`src/rtl/multicycle_ctrl_fsm_pkg.sv`:
```
// Shared encodings for the multicycle MIPS control slice: ALU codes, opcodes,
// R-type function codes and the controller state assignment.
package multicycle_ctrl_fsm_pkg;

   typedef enum logic [3:0] {
      ST_FETCH  = 4'd0,
      ST_DECODE = 4'd1,
      ST_MEMADR = 4'd2,
      ST_MEMRD  = 4'd3,
      ST_MEMWB  = 4'd4,
      ST_MEMWR  = 4'd5,
      ST_RTEX   = 4'd6,
      ST_RTWB   = 4'd7,
      ST_BEQEX  = 4'd8,
      ST_ADDIEX = 4'd9,
      ST_ADDIWB = 4'd10,
      ST_JEX    = 4'd11
   } state_t;

   localparam logic [3:0] ALU_AND = 4'b0000;
   localparam logic [3:0] ALU_OR  = 4'b0001;
   localparam logic [3:0] ALU_ADD = 4'b0010;
   localparam logic [3:0] ALU_SUB = 4'b0110;
   localparam logic [3:0] ALU_SLT = 4'b0111;
   localparam logic [3:0] ALU_NOR = 4'b1100;

   localparam logic [5:0] OP_RTYPE = 6'h00;
   localparam logic [5:0] OP_J     = 6'h02;
   localparam logic [5:0] OP_BEQ   = 6'h04;
   localparam logic [5:0] OP_ADDI  = 6'h08;
   localparam logic [5:0] OP_LW    = 6'h23;
   localparam logic [5:0] OP_SW    = 6'h2B;

   localparam logic [5:0] FUNCT_ADD = 6'h20;
   localparam logic [5:0] FUNCT_SUB = 6'h22;
   localparam logic [5:0] FUNCT_AND = 6'h24;
   localparam logic [5:0] FUNCT_OR  = 6'h25;
   localparam logic [5:0] FUNCT_NOR = 6'h27;
   localparam logic [5:0] FUNCT_SLT = 6'h2A;

   // Non-R-type opcodes the controller knows how to sequence.
   function automatic logic op_supported(input logic [5:0] op);
      return (op == OP_LW) || (op == OP_SW) || (op == OP_BEQ) ||
             (op == OP_ADDI) || (op == OP_J);
   endfunction

endpackage

```
`src/rtl/multicycle_ctrl_fsm_alu_decoder.sv`:
```
// R-type function field to ALU operation; funct_valid flags the supported subset.
module multicycle_ctrl_fsm_alu_decoder
   import multicycle_ctrl_fsm_pkg::*;
(
   input  logic [5:0] funct,
   output logic [3:0] alu_control,
   output logic       funct_valid
);

   always_comb begin
      alu_control = ALU_ADD;
      funct_valid = 1'b1;
      case (funct)
         FUNCT_ADD: alu_control = ALU_ADD;
         FUNCT_SUB: alu_control = ALU_SUB;
         FUNCT_AND: alu_control = ALU_AND;
         FUNCT_OR:  alu_control = ALU_OR;
         FUNCT_NOR: alu_control = ALU_NOR;
         FUNCT_SLT: alu_control = ALU_SLT;
         default:   funct_valid = 1'b0;
      endcase
   end

endmodule

```
`src/rtl/multicycle_ctrl_fsm.sv`:
```
// Multicycle MIPS controller: sequences lw/sw/R-type/beq/addi/j over 3-5 cycles
// with Moore outputs driving the shared-ALU datapath.
module multicycle_ctrl_fsm
   import multicycle_ctrl_fsm_pkg::*;
(
   input  logic       clk,
   input  logic       reset,
   input  logic [5:0] opcode,
   input  logic [5:0] funct,
   input  logic       zero,
   output logic [3:0] alu_control,
   output logic       alu_src_a,
   output logic [1:0] alu_src_b,
   output logic [1:0] pc_src,
   output logic       pc_en,
   output logic       iord,
   output logic       ir_write,
   output logic       mem_write,
   output logic       reg_write,
   output logic       reg_dst,
   output logic       mem_to_reg,
   output logic       instr_done,
   output logic       illegal_op,
   output logic [3:0] state
);

   state_t     state_q;
   state_t     state_d;
   logic [3:0] rt_alu;
   logic       funct_valid;
   logic       op_legal;
   logic       pc_write;
   logic       branch;

   multicycle_ctrl_fsm_alu_decoder u_alu_decoder (
      .funct       (funct),
      .alu_control (rt_alu),
      .funct_valid (funct_valid)
   );

   assign op_legal = (opcode == OP_RTYPE) ? funct_valid : op_supported(opcode);
   assign state    = state_q;

   always_ff @(posedge clk) begin
      if (reset) state_q <= ST_FETCH;
      else       state_q <= state_d;
   end

   always_comb begin
      state_d = ST_FETCH;
      case (state_q)
         ST_FETCH:  state_d = ST_DECODE;
         ST_DECODE: begin
            if (!op_legal)                                  state_d = ST_FETCH;
            else if (opcode == OP_LW || opcode == OP_SW)    state_d = ST_MEMADR;
            else if (opcode == OP_RTYPE)                    state_d = ST_RTEX;
            else if (opcode == OP_BEQ)                      state_d = ST_BEQEX;
            else if (opcode == OP_ADDI)                     state_d = ST_ADDIEX;
            else                                            state_d = ST_JEX;
         end
         ST_MEMADR: state_d = (opcode == OP_LW) ? ST_MEMRD : ST_MEMWR;
         ST_MEMRD:  state_d = ST_MEMWB;
         ST_RTEX:   state_d = ST_RTWB;
         ST_ADDIEX: state_d = ST_ADDIWB;
         default:   state_d = ST_FETCH;
      endcase
   end

   always_comb begin
      alu_control = ALU_ADD;
      alu_src_a   = 1'b0;
      alu_src_b   = 2'b00;
      pc_src      = 2'b00;
      iord        = 1'b0;
      ir_write    = 1'b0;
      mem_write   = 1'b0;
      reg_write   = 1'b0;
      reg_dst     = 1'b0;
      mem_to_reg  = 1'b0;
      instr_done  = 1'b0;
      illegal_op  = 1'b0;
      pc_write    = 1'b0;
      branch      = 1'b0;
      case (state_q)
         ST_FETCH: begin
            ir_write  = 1'b1;
            alu_src_b = 2'b01;
            pc_write  = 1'b1;
         end
         // Branch target is precomputed here so BEQEX can redirect from ALUOut.
         ST_DECODE: begin
            alu_src_b  = 2'b11;
            illegal_op = !op_legal;
         end
         ST_MEMADR: begin
            alu_src_a = 1'b1;
            alu_src_b = 2'b10;
         end
         ST_MEMRD:  iord = 1'b1;
         ST_MEMWB: begin
            mem_to_reg = 1'b1;
            reg_write  = 1'b1;
            instr_done = 1'b1;
         end
         ST_MEMWR: begin
            iord       = 1'b1;
            mem_write  = 1'b1;
            instr_done = 1'b1;
         end
         ST_RTEX: begin
            alu_src_a   = 1'b1;
            alu_control = rt_alu;
         end
         ST_RTWB: begin
            reg_dst    = 1'b1;
            reg_write  = 1'b1;
            instr_done = 1'b1;
         end
         ST_BEQEX: begin
            alu_src_a   = 1'b1;
            alu_control = ALU_SUB;
            pc_src      = 2'b01;
            branch      = 1'b1;
            instr_done  = 1'b1;
         end
         ST_ADDIEX: begin
            alu_src_a = 1'b1;
            alu_src_b = 2'b10;
         end
         ST_ADDIWB: begin
            reg_write  = 1'b1;
            instr_done = 1'b1;
         end
         ST_JEX: begin
            pc_src     = 2'b10;
            pc_write   = 1'b1;
            instr_done = 1'b1;
         end
         default: ;
      endcase
      pc_en = pc_write | (branch & zero);
      // Reset must suppress strobes in the cycle it is seen, before the state register clears.
      if (reset) begin
         pc_en      = 1'b0;
         ir_write   = 1'b0;
         mem_write  = 1'b0;
         reg_write  = 1'b0;
         instr_done = 1'b0;
         illegal_op = 1'b0;
      end
   end

endmodule
```
`config.mk`:
```
export PLATFORM = sky130hd
export DESIGN_NAME = multicycle_ctrl_fsm
export DESIGN_NICKNAME = d
export VERILOG_FILES = /design/src/rtl/multicycle_ctrl_fsm_pkg.sv /design/src/rtl/multicycle_ctrl_fsm_alu_decoder.sv /design/src/rtl/multicycle_ctrl_fsm.sv
export SDC_FILE = /design/constraint.sdc
export NUM_CORES = 1
export LEC_CHECK = 0
export BUFFER_PORTS_ARGS = -buffer_cell sky130_fd_sc_hd__buf_2
export CAP_MARGIN = 5
export CORE_ASPECT_RATIO = 1.25
export CORE_UTILIZATION = 38
export DETAILED_ROUTE_END_ITERATION = 10
export PLACE_DENSITY_LB_ADDON = 0.3
export SLEW_MARGIN = 20
export SYNTH_ARGS = -nofsm -noshare
export SYNTH_HDL_FRONTEND = slang
export SYNTH_SLANG_ARGS = --single-unit
```
`constraint.sdc`:
```
create_clock -name clk -period 1.6 [get_ports clk]
set_clock_uncertainty 0.15 [all_clocks]
set_input_delay 0.24 -clock clk [delete_from_list [all_inputs] [get_ports clk]]
set_output_delay 0.24 -clock clk [all_outputs]
set_load 0.02 [all_outputs]
```
==> results.ini, run 1 <==
[logic_synthesis]
yosys_warnings = 0
syn-cell-area_sq_um = 639
synth-seq-area-share = 0.125
ys_ff_latch = 4
ys_async_sr_fraction = 0
syn_nets = 109
synth.area.top_cells = dfxtp_1 13%, nor3_1 10%, nand2b_1 5.9%, nor2_1 5.9%, a21oi_1 5.5%
synth.avg_cell_area_sq_um = 6.80
yosysTopAreaCell = dfxtp_1
synth-edff-count = 0
yosys_most_used_dff = dfxtp_1
netlist.area_leader.share = 0.125
syn_inst = 94
synth_cell_types = 38

[clocking]
clock-root-buffer = clkbuf_4
clockBufferDepth = 2
cts_buffers = 3
htreeDepth = 1
postCtsHoldBufs = 0
cts_sinks = 4

[global_route]
grt_max_degree = 14
antenna_found_initial = 0

[sta]
worst_path_end_type = top-level output
worstEndpointGrtRepair = illegal_op

[place]
dpl-instance-area_sq_mm = 0.00108
dpl.cell_count = 166
hpwlAfterDp_um = 1840
port_buffers = 36
finalWeightedCongestion = 0.843

[outcome]
stop_stage = global routing
error_message = [ERROR DPL-0033] detailed placement checks failed during check placement.
status = aborted with a tool error

[floorplanning]
fp.dieW_um = 38.7
die_h_um = 47.9
ioPinCount = 37
initial_core_util = 0.409
rows = 16

-- cell usage after synthesis, drive strengths merged, types with 2 or more instances --
library cell  number
nor3              13
nor2              10
a21oi              7
o21ai              7
nand2b             6
inv                5
nand2              5
clkbuf             4
dfxtp              4
nand3              3
a211oi             2
and4               2
buf                2
nand4b             2
xnor2              2
-- repair_timing --
item                                    4_1_cts
endpoints found under the setup margin       17
pin swaps                                    11
buffers inserted                              8
resized for setup                            46
-- through the flow --
stage | setup TNS, ns | worst slack, ns | hold WS, ns
floorplan | -0.110 | -0.0754 | 0.267
global placement | -0.637 | -0.261 | 0.426
detailed placement | -0.836 | -0.294 | 0.444
CTS | -1.10 | -0.261 | 0.249
-- cells by family after synthesis --
kind of cell | share of synthesized area
simple gates | 0.388
compound gates | 0.360
buf+inv | 0.0665
flops | 0.125
xor+xnor | 0.0274
mux | 0.0333
==> inputs of run 2 (changes only) <==
- CORE_AREA: unset -> 2 2 63 65
- CORE_ASPECT_RATIO: 1.25 -> unset
- CORE_UTILIZATION: 38 -> unset
- DIE_AREA: unset -> 0 0 65 67
- PLACE_DENSITY_LB_ADDON: 0.3 -> 0.15
- clock period: 1.6 -> 2.1 ns (I/O delays scaled with it)
==> run 2 against run 1 <==
The flow now finishes without violations. Area after synthesis stayed put. Synthesized cell count unchanged.
==> results.ini, run 2 <==
[outcome]
status = complete, no violations

[power]
peakVddDrop_mv = 0.104
power_mw = 0.387
power_density_mw_per_mm2 = 372
p_leak_nw = 0.432

[logic_synthesis]
synth_commonest_cells = 13 x nor3_1, 10 x nor2_1, 7 x a21oi_1, 6 x nand2b_1
syn_inst = 94
ys_async_sr_fraction = 0
syn_nets = 109
synth.area.top_cells = dfxtp_1 13%, nor3_1 10%, nand2b_1 5.9%, nor2_1 5.9%, a21oi_1 5.5%
netlist.area_leader.share = 0.125
yosys_warnings = 0
yosys_most_used_dff = dfxtp_1
ys_ff_latch = 4
synth.avg_cell_area_sq_um = 6.80
syn-cell-area_sq_um = 639
synth-seq-area-share = 0.125
yosysTopAreaCell = dfxtp_1
synth-edff-count = 0
yosysMostFrequentCell = nor3_1
synth_cell_types = 38

[cells_and_area]
drive_gt1_frac = 0.454
mostFrequentLayoutCell = buf_2
final_cells = 189
fin_util = 0.288
fill_cells = 413
final_cell_mix = 34 x buf_2, 13 x buf_4, 11 x nor3_1, 10 x nor2_1, 7 x a21oi_1
antennaDiodeCount = 0
nNetsFinal = 158
syn_to_final_growth_pct = 62.6
largest_reg_flops = 4

[route]
first_iter_violations = 11
drc = 0
dr.pass1.iters = 4
ant_nets = 0
wl_um = 2240
vias = 861
drt-wirelength-per-cell_um = 11.9
viasPerCell = 4.56

[place]
hpwlAfterDp_um = 1860
dpl.cell_count = 184
port_buffers = 36
pre_cts_slack_ns = -0.00561
finalWeightedCongestion = 0.775

[floorplanning]
die_h_um = 67
die_area_sq_mm = 0.00436
fp.dieW_um = 65
rows = 22
initial_core_util = 0.177
fp.coreArea_sq_mm = 0.00361
ioPinCount = 37

[clocking]
clock-root-buffer = clkbuf_8
clockBufferDepth = 2
htreeDepth = 1
path_clk_slew_ns = 0.03
cts_buffers = 3
cts_sinks = 4
cts_tree = built
clock_latency_ns = 0.22

[worst_setup_path]
crit_chain = buf_2 > nor3_1 > o311ai_2 > o21ai_2 > and4_1 > buf_6
start_kind = input port
cp_max_fo = 5
crit_path_end_kind = output pin
crit_type = input port to output pin
cp.arrival_ns = 1.57
cp.required_ns = 1.63
cpMaxStageDelayCell = nor3_1
max_stage_delay_ns = 0.39

[global_route]
grt_max_degree = 13
grtUsageTotal = 0.111
grt_pass1_wl_um = 3800
antenna_found_initial = 0
grt_pass1_vias = 839
gr-total-overflow = 0

[sta]
worst_slack_ns = 0.0660
rsz0062_at_grt = false
hold_viol_final = 0
drv_slew = 0
tightest_slew_ns = 0.440
finalSetupTns_ns = 0
max_freq_mhz = 492
finalCritPeriodShare = 0.969
max_slew_margin = 0.705
setup_viol_count_final = 0
period_needed_ns = 2.03

[min_path]
min-delay-path-class = input port to flop

[run]
cap_violations = 0

[run 2: power by group]
part	total, mW	switching, mW	internal (mW)
Sequential	0.0842	0.00470	0.0795
Clock	0.161	0.0394	0.122
Combinational	0.141	0.0803	0.0605
[run 2: worst max-delay path, delay by kind of cell]
kind            cells  cell delay [ns]
compound gates      2             0.39
buf+inv             2             0.25
simple gates        2             0.61
[run 2: logic make-up after synthesis]
group / after synthesis / share of synthesized area
AOI/OAI and AO/OA: 29 / 0.360
xor gates and xnor gates: 2 / 0.0274
buffers and inverters: 11 / 0.0665
DFF: 4 / 0.125
muxes: 2 / 0.0333
and+or+nand+nor: 46 / 0.388
[run 2: metal layers]
metal,vias up,track usage,wire length (um)
met5,-,0,0
met4,0,0.0399,19
met3,2,0.0118,103
met2,26,0.195,1060
met1,383,0.139,1060
li1,450,-,-
[run 2: worst paths after layout]
check | start | endpoint | slack (ns) | cells past startpoint
setup / recovery | opcode[2] | illegal_op | 0.07 | 6
hold / removal | reset | state[0] | 0.34 | 4
setup reg to reg | state[0] | state[2] | 0.46 | 4
hold reg to reg | state[3] | state[0] | 0.55 | 4
[run 2: per-stage QoR]
step / area (sq um) / hold WS (ns)
after floorplan: 644 / 0.342
after global placement: 951 / 0.566
after detailed placement: 951 / 0.559
after CTS: 996 / 0.357
after global routing: 1040 / 0.391
final: 1040 / 0.343
[run 2: area by class of cell]
class / count / area, sq um / area share
Multi-Input combinational cell: 79 / 538 / 0.517
Timing Repair Buffer: 50 / 302 / 0.290
Sequential cell: 4 / 80.1 / 0.0770
Tap cell: 48 / 60.1 / 0.0578
Clock buffer: 3 / 41.3 / 0.0397
Inverter: 5 / 18.8 / 0.0181
[run 2: repair_timing]
action | CTS | global route
cloned | 0 | 0
pin swaps | 0 | 3
setup buffers | 0 | 2
resized for setup | 1 | 7
hold buffers | 0 | 0
setup endpoints to repair | 1 | 1
Power figures use the tool's default switching activity.
==> inputs of run 3 (changes only) <==
- HOLD_SLACK_MARGIN: unset -> 0.12
- PLACE_DENSITY: unset -> 0.38
- PLACE_DENSITY_LB_ADDON: 0.15 -> unset
==> run 3 against run 2 <==
Sequential share of layout area up 0.25 points. Sequential power is essentially flat. Critical path type unchanged. Clock power barely moved. Total power down 1.7%. Combinational power shrank 4%.
==> results.ini, run 3 (synthesized netlist as in run 2, its figures left out) <==
[outcome]
status = complete, no violations

[power]
comb_power_share = 0.358
p_clk_frac = 0.420
cell_internal_pwr_mw = 0.258
switchingPower_mw = 0.122
peakVddDrop_mv = 0.133
power_mw = 0.380
p_seq_frac = 0.222
power_density_mw_per_mm2 = 377
switching_share = 0.322
p_leak_nw = 0.413

[sta]
finalCritPeriodShare = 0.960
tightest_slew_ns = 0.382
drv_slew = 0
rsz0062_at_grt = false
finalSetupTns_ns = 0
setup_viol_count_final = 0
hold_viol_final = 0
period_needed_ns = 2.02
max_freq_mhz = 496
max_slew_margin = 0.744

[route]
dr.pass1.iters = 4
drt-wirelength-per-cell_um = 12.2
drc = 0
viasPerCell = 4.61
ant_nets = 0
vias = 858
wl_um = 2260
first_iter_violations = 50

[floorplanning]
ioPinCount = 37
fp.coreArea_sq_mm = 0.00361
initial_core_util = 0.177
die_area_sq_mm = 0.00436
rows = 22
fp.dieW_um = 65
die_h_um = 67

[cells_and_area]
mostFrequentLayoutCell = buf_2
final_cell_mix = 35 x buf_2, 11 x nor3_1, 11 x buf_4, 10 x nor2_1, 7 x a21oi_1
largest_reg_flops = 4
final_cells = 186
antennaDiodeCount = 0
nNetsFinal = 155
final_cell_area_sq_mm = 0.00101
drive_gt1_frac = 0.442
fill_cells = 407
syn_to_final_growth_pct = 57.5

[clocking]
clock_latency_ns = 0.22
cts_buffers = 3
cts_tree = built
clock-root-buffer = clkbuf_8
cts_sinks = 4
htreeDepth = 1
cts_setup_buffers = 0
path_clk_slew_ns = 0.03
clockBufferDepth = 2

[worst_setup_path]
cp.required_ns = 1.63
crit_path_end_kind = output pin
start_kind = input port
cp.arrival_ns = 1.55
cp_max_fo = 5
crit_type = input port to output pin

[place]
dpl.cell_count = 184
dpl-instance-area_sq_um = 951
hpwlAfterDp_um = 1870
port_buffers = 36
finalWeightedCongestion = 0.845

[run]
cap_violations = 0

[global_route]
grtUsageTotal = 0.113
grt_pass1_wl_um = 3950
grt_pass1_vias = 845
gr-total-overflow = 0
antenna_found_initial = 0
grt_max_degree = 13

[min_path]
min-delay-path-class = input port to flop

run 3: what timing repair did:
item,4_1_cts,5_1_grt
endpoints found under the hold margin,0,0
resized for setup,1,4
gates cloned,0,0
hold buffers,0,0
pin swaps,0,3
setup endpoints to repair,1,1
run 3: critical path: stages:
cell,delay [ns]
buf_2,0.13
or4_4,0.53
a31oi_4,0.16
o21ai_2,0.09
and4_1,0.20
buf_6,0.13
run 3: power by group through the flow:
stage,Clock (mW),Combinational (mW),Sequential [mW]
2_1_floorplan,0,0.0743,0.0862
3_3_place_gp,0,0.133,0.0856
3_5_place_dp,0,0.134,0.0854
4_1_cts,0.163,0.134,0.0845
5_1_grt,0.172,0.151,0.0854
6_report,0.160,0.136,0.0843
run 3: path summary, 6_finish.rpt:
kind	startpoint	end	slack, ns	cells after the start
setup / recovery	opcode[3]	illegal_op	0.08	6
setup reg to reg	state[0]	state[2]	0.48	4
hold reg to reg	state[2]	state[3]	0.47	3
hold / removal	opcode[4]	state[3]	0.35	4
run 3: per-stage QoR:
stage,hold slack [ns],worst slack (ns),util
after floorplan,0.342,0.0902,-
after global placement,0.480,-0.00556,0.264
after detailed placement,0.461,-0.0140,0.264
after CTS,0.354,0.00940,0.276
after global routing,0.389,0.00901,0.279
final,0.349,0.0837,0.279
run 3: cell type report:
class / count / area (sq um) / share of cell area
multi-input combinational: 79 / 538 / 0.534
tap: 48 / 60.1 / 0.0596
clock buffer: 3 / 41.3 / 0.0410
sequential: 4 / 80.1 / 0.0795
timing repair buffer: 47 / 269 / 0.267
inverter: 5 / 18.8 / 0.0186
run 3: metal layers:
layer | share of wire | global-route usage | up-vias
li1 | - | - | 442
met1 | 0.47 | 0.152 | 384
met2 | 0.46 | 0.192 | 30
met3 | 0.060 | 0.0135 | 2
met4 | 0.0075 | 0.0239 | 0
met5 | 0 | 0 | -
